==> src/rtl/adder64_seq.sv <==
// Multi-cycle 64-bit adder: one SLICE_W-bit slice per clock, LSB first, registered carry.
// Optional ADDER64_SEQ_SUB_EN adds a 'sub' input that turns the operation into operand1 - operand2.
module adder64_seq #(
    parameter int unsigned SLICE_W = 16
) (
    input  logic        clk,
    input  logic        resetn,
    input  logic        start,
    input  logic [63:0] operand1,
    input  logic [63:0] operand2,
    input  logic        cin,
`ifdef ADDER64_SEQ_SUB_EN
    input  logic        sub,
`endif
    output logic        busy,
    output logic        done,
    output logic [63:0] result,
    output logic        cout,
    output logic        overflow
);
    localparam int unsigned NSLICE = 64 / SLICE_W;
    localparam int unsigned KW     = (NSLICE > 1) ? $clog2(NSLICE) : 1;

    if (SLICE_W != 8 && SLICE_W != 16 && SLICE_W != 32 && SLICE_W != 64) begin : g_bad_slice_w
        $error("adder64_seq: SLICE_W must be 8, 16, 32 or 64");
    end

    typedef enum logic [1:0] {S_IDLE, S_RUN, S_DONE} state_e;

    state_e              state_q, state_d;
    logic [63:0]         a_q, a_d;
    logic [63:0]         b_q, b_d;
    logic                carry_q, carry_d;
    logic [KW-1:0]       k_q, k_d;
    logic [63:0]         sum_q, sum_d;
    logic [63:0]         result_q, result_d;
    logic                cout_q, cout_d;
    logic                ovf_q, ovf_d;
    logic                busy_q, done_q;

    logic [5:0]          base;
    logic [SLICE_W:0]    slice_sum;
    logic [63:0]         b_eff;
    logic                c_eff;

    // Subtraction is folded into capture: B is stored already inverted with carry-in forced to 1.
    always_comb begin
        b_eff = operand2;
        c_eff = cin;
`ifdef ADDER64_SEQ_SUB_EN
        if (sub) begin
            b_eff = ~operand2;
            c_eff = 1'b1;
        end
`endif
    end

    always_comb begin
        state_d  = state_q;
        a_d      = a_q;
        b_d      = b_q;
        carry_d  = carry_q;
        k_d      = k_q;
        sum_d    = sum_q;
        result_d = result_q;
        cout_d   = cout_q;
        ovf_d    = ovf_q;

        base      = 6'(32'(k_q) * SLICE_W);
        slice_sum = {1'b0, a_q[base +: SLICE_W]} + {1'b0, b_q[base +: SLICE_W]}
                  + {{SLICE_W{1'b0}}, carry_q};

        unique case (state_q)
            S_IDLE: begin
                if (start) begin
                    a_d     = operand1;
                    b_d     = b_eff;
                    carry_d = c_eff;
                    k_d     = '0;
                    state_d = S_RUN;
                end
            end
            S_RUN: begin
                sum_d[base +: SLICE_W] = slice_sum[SLICE_W-1:0];
                carry_d = slice_sum[SLICE_W];
                k_d     = k_q + 1'b1;
                if (k_q == KW'(NSLICE - 1)) begin
                    result_d = sum_d;
                    cout_d   = slice_sum[SLICE_W];
                    ovf_d    = (a_q[63] == b_q[63]) && (sum_d[63] != a_q[63]);
                    state_d  = S_DONE;
                end
            end
            S_DONE: state_d = S_IDLE;
            default: state_d = S_IDLE;
        endcase
    end

    always_ff @(posedge clk) begin
        if (!resetn) begin
            state_q  <= S_IDLE;
            a_q      <= '0;
            b_q      <= '0;
            carry_q  <= 1'b0;
            k_q      <= '0;
            sum_q    <= '0;
            result_q <= '0;
            cout_q   <= 1'b0;
            ovf_q    <= 1'b0;
            busy_q   <= 1'b0;
            done_q   <= 1'b0;
        end else begin
            state_q  <= state_d;
            a_q      <= a_d;
            b_q      <= b_d;
            carry_q  <= carry_d;
            k_q      <= k_d;
            sum_q    <= sum_d;
            result_q <= result_d;
            cout_q   <= cout_d;
            ovf_q    <= ovf_d;
            busy_q   <= (state_d != S_IDLE);
            done_q   <= (state_d == S_DONE);
        end
    end

    assign busy     = busy_q;
    assign done     = done_q;
    assign result   = result_q;
    assign cout     = cout_q;
    assign overflow = ovf_q;

endmodule

==> config.mk <==
export PLATFORM = sky130hd
export DESIGN_NAME = adder64_seq
export DESIGN_NICKNAME = d
export VERILOG_FILES = /design/src/rtl/adder64_seq.sv
export SDC_FILE = /design/constraint.sdc
export NUM_CORES = 1
export LEC_CHECK = 0
export ABC_AREA = 1
export ABC_CLOCK_PERIOD_IN_PS = 3700
export CORE_ASPECT_RATIO = 1.5
export CORE_MARGIN = 8
export CORE_UTILIZATION = 54
export DETAILED_ROUTE_END_ITERATION = 10
export GPL_TIMING_DRIVEN = 1
export HOLD_SLACK_MARGIN = 0.03
export PLACE_DENSITY = 0.81
export SYNTH_ARGS = -nofsm -noshare
export SYNTH_HDL_FRONTEND = slang
export SYNTH_SLANG_ARGS = --single-unit
==> constraint.sdc <==
create_clock -name clk -period 3.7 [get_ports clk]
set_input_delay 0.74 -clock clk [delete_from_list [all_inputs] [get_ports clk]]
set_output_delay 0.74 -clock clk [all_outputs]
set_load 0.01 [all_outputs]
==> results.ini <==
[drt]
vias=11900
ant_nets=0
wl_um=36500
avgRoutedWirePerCell_um=17.0
dr.pass1.iters=6
viasPerCell=5.53
dr.first_iter.drc_count=1015
route.detailed.drc=0

[synth]
synthFlopType=dfxtp_1
synth_top_cell_area_share_pct=43.3
yosysUniqueCellTypes=40
synth_area_leaders=dfxtp_1, o21ai_0, nor2_1, inv_1, nand2_1
synth_warnings=0
avgSynthCellArea_sq_um=7.10
synth_top_cell_by_area=dfxtp_1
synthArstFlopShare_pct=0
synth_seq_cells=265
seq_area_frac_synth_pct=43.3
synthesis.instances=1725
synthesis.area_sq_mm=0.0122
synth_edf_count=0
syn-num-nets=1880

[grt]
antenna_found_initial=0
grt_usage_pct=25.4
grt_max_degree=198
grt_pass1_wl_um=58400
overflow=0
grt_pass1_vias=11400

[power_and_ir_drop]
sw_frac_of_total_pct=30.0
p_leak_nw=6.86
pwr-share-clk_pct=35.3
internal_power_mw=5.03
powerDensity_mw_per_mm2=475
vdd_drop_max_v=0.000432
power_frac_seq_pct=43.8
p_sw_mw=2.16
power_frac_comb_pct=20.8
power_mw=7.18

[setup_path]
cp_data_arrival_time_ns=3.84
path_max_fanout=16
worst_ep_required_time_ns=4.18
startpoint_type=flip-flop
end_kind=flip-flop
criticalPathCategory=flip-flop to flip-flop

[cells_and_area]
fill_cells=1941
drive_gt1_share_pct=5.93
mostFrequentLayoutCells=nor2_1, o21ai_0, dfxtp_1
fin_util_pct=67.7
instances_no_fill=2149
final_common_cell=nor2_1
fin_nets=2011
num_antenna_cells=0
fin_area_sq_mm=0.0151
area_delta_synth_final_pct=23.4

[sta]
slew_headroom_pct=26.5
setup_viol=0
finalClockSkew_ns=0.0292
max_freq_mhz=298
post-route-min-period_ns=3.36
period_share_pct=90.7
drv_slew=0
hold_viol_final=0
rsz0062_at_grt=no
worst_slew_pin_slew_ns=1.10
final.setup.tns_ns=0

[cts]
cts_root_buf=clkbuf_16
cts_hold_buf=0
insertion_delay_ns=0.54
numCtsBuffers=24
cts_tree=done
htreeDepth=1
clock_sinks=265
clk_pin_slew_ns=0.07
cts_setup_buffers=0
post_cts_resized=0
clockBufferDepth=3

[flow_run]
cap_violations=0

[placed_design]
portBuffers=199
placed_cell_area_sq_mm=0.0143
place.gp.congestion=0.903
dp_hpwl_um=26000
placedCellCount=2106

[floorplanning]
core_sq_mm=0.0223
io_pins=200
dieArea_sq_mm=0.0278
die_x_um=139
initial_core_util_pct=54.9
die_y_um=200
std_cell_rows=67

[run_status]
status=finished clean

[min_path]
hold_class=flip-flop to flip-flop

path summary, 6_finish.rpt:
kind,slack (ns),from,cells past startpoint,to
hold reg to reg,0.48,a_q[27],2,a_q[27]
setup reg to reg,0.34,k_q[1],14,sum_q[54]
setup / recovery,0.34,k_q[1],14,sum_q[54]
hold / removal,0.48,a_q[27],2,a_q[27]
per-layer routing:
metal	share of wire (%)	vias up	global-route usage [%]	wire length, um
li1	-	5847	-	-
met1	38	5471	27.9	13900
met2	49	453	44.6	18100
met3	5.6	117	3.76	2050
met4	7.0	0	17.2	2540
met5	0	-	0	0
metrics by stage:
stage	worst slack [ns]	hold WS (ns)
finish	0.343	0.477
global route	0.0453	0.500
CTS	0.404	0.481
detailed placement	0.472	0.466
global placement	0.577	0.457
floorplan	0.705	0.449
cells by family (layout without fill, tap and decap cells):
group	after synthesis	after routing	share of synthesized area, %
AO/OA/AOI/OAI	503	503	23.1
AND/OR/NAND/NOR	590	590	19.6
buffers and inverters	334	482	10.6
flip-flops	265	265	43.3
XOR/XNOR	10	10	0.838
adder cells (fa/ha/maj)	23	23	2.47
critical path: stages, from the launching register on:
cell and delay, ns:
dfxtp_1 0.34, clkinv_1 0.35, a32o_1 0.42, fa_1 0.44, fa_1 0.42, inv_1 0.08
nand3_1 0.09, nand2_2 0.11, nand2_1 0.07, nand2_2 0.09, xor2_1 0.31, nand3_1 0.18
o22ai_1 0.19, o21ai_0 0.10, inv_1 0.09
state kept, by name (all words and copies together) (netlist names):
register  count
a_q          64
b_q          64
busy          1
carry_q       1
cout          1
done          1
k_q           2
overflow      1
result       64
state_q       2
sum_q        64
Yosys cell counts (all sizes together) (8+ instances only):
master	n
o21bai	42
clkbuf	76
inv	216
nand3	55
o211ai	8
nand2	147
o21ai	305
o21a	22
o22ai	51
nand4	11
nor2	372
ha	21
dfxtp	265
a21oi	68
buf	40
area by class of cell:
class / instances / area [sq um] / share of cell area (%)
Clock inverter: 9 / 106 / 0.704
Inverter: 218 / 821 / 5.43
Sequential cell: 265 / 5310 / 35.1
Tap cell: 276 / 345 / 2.29
Multi-Input combinational cell: 1126 / 5650 / 37.4
Timing Repair Buffer: 221 / 2190 / 14.5
Clock buffer: 34 / 688 / 4.56
power by group through the flow:
stage                     combinational (mW)  clock (mW)  sequential (mW)
after floorplan                        0.992           0             3.17
after global placement                  1.43           0             3.20
after detailed placement                1.46           0             3.21
after CTS                               1.48        2.55             3.15
after global routing                    1.65        2.66             3.16
final                                   1.50        2.54             3.15
Note: power is estimated with default switching activity, not from simulation.
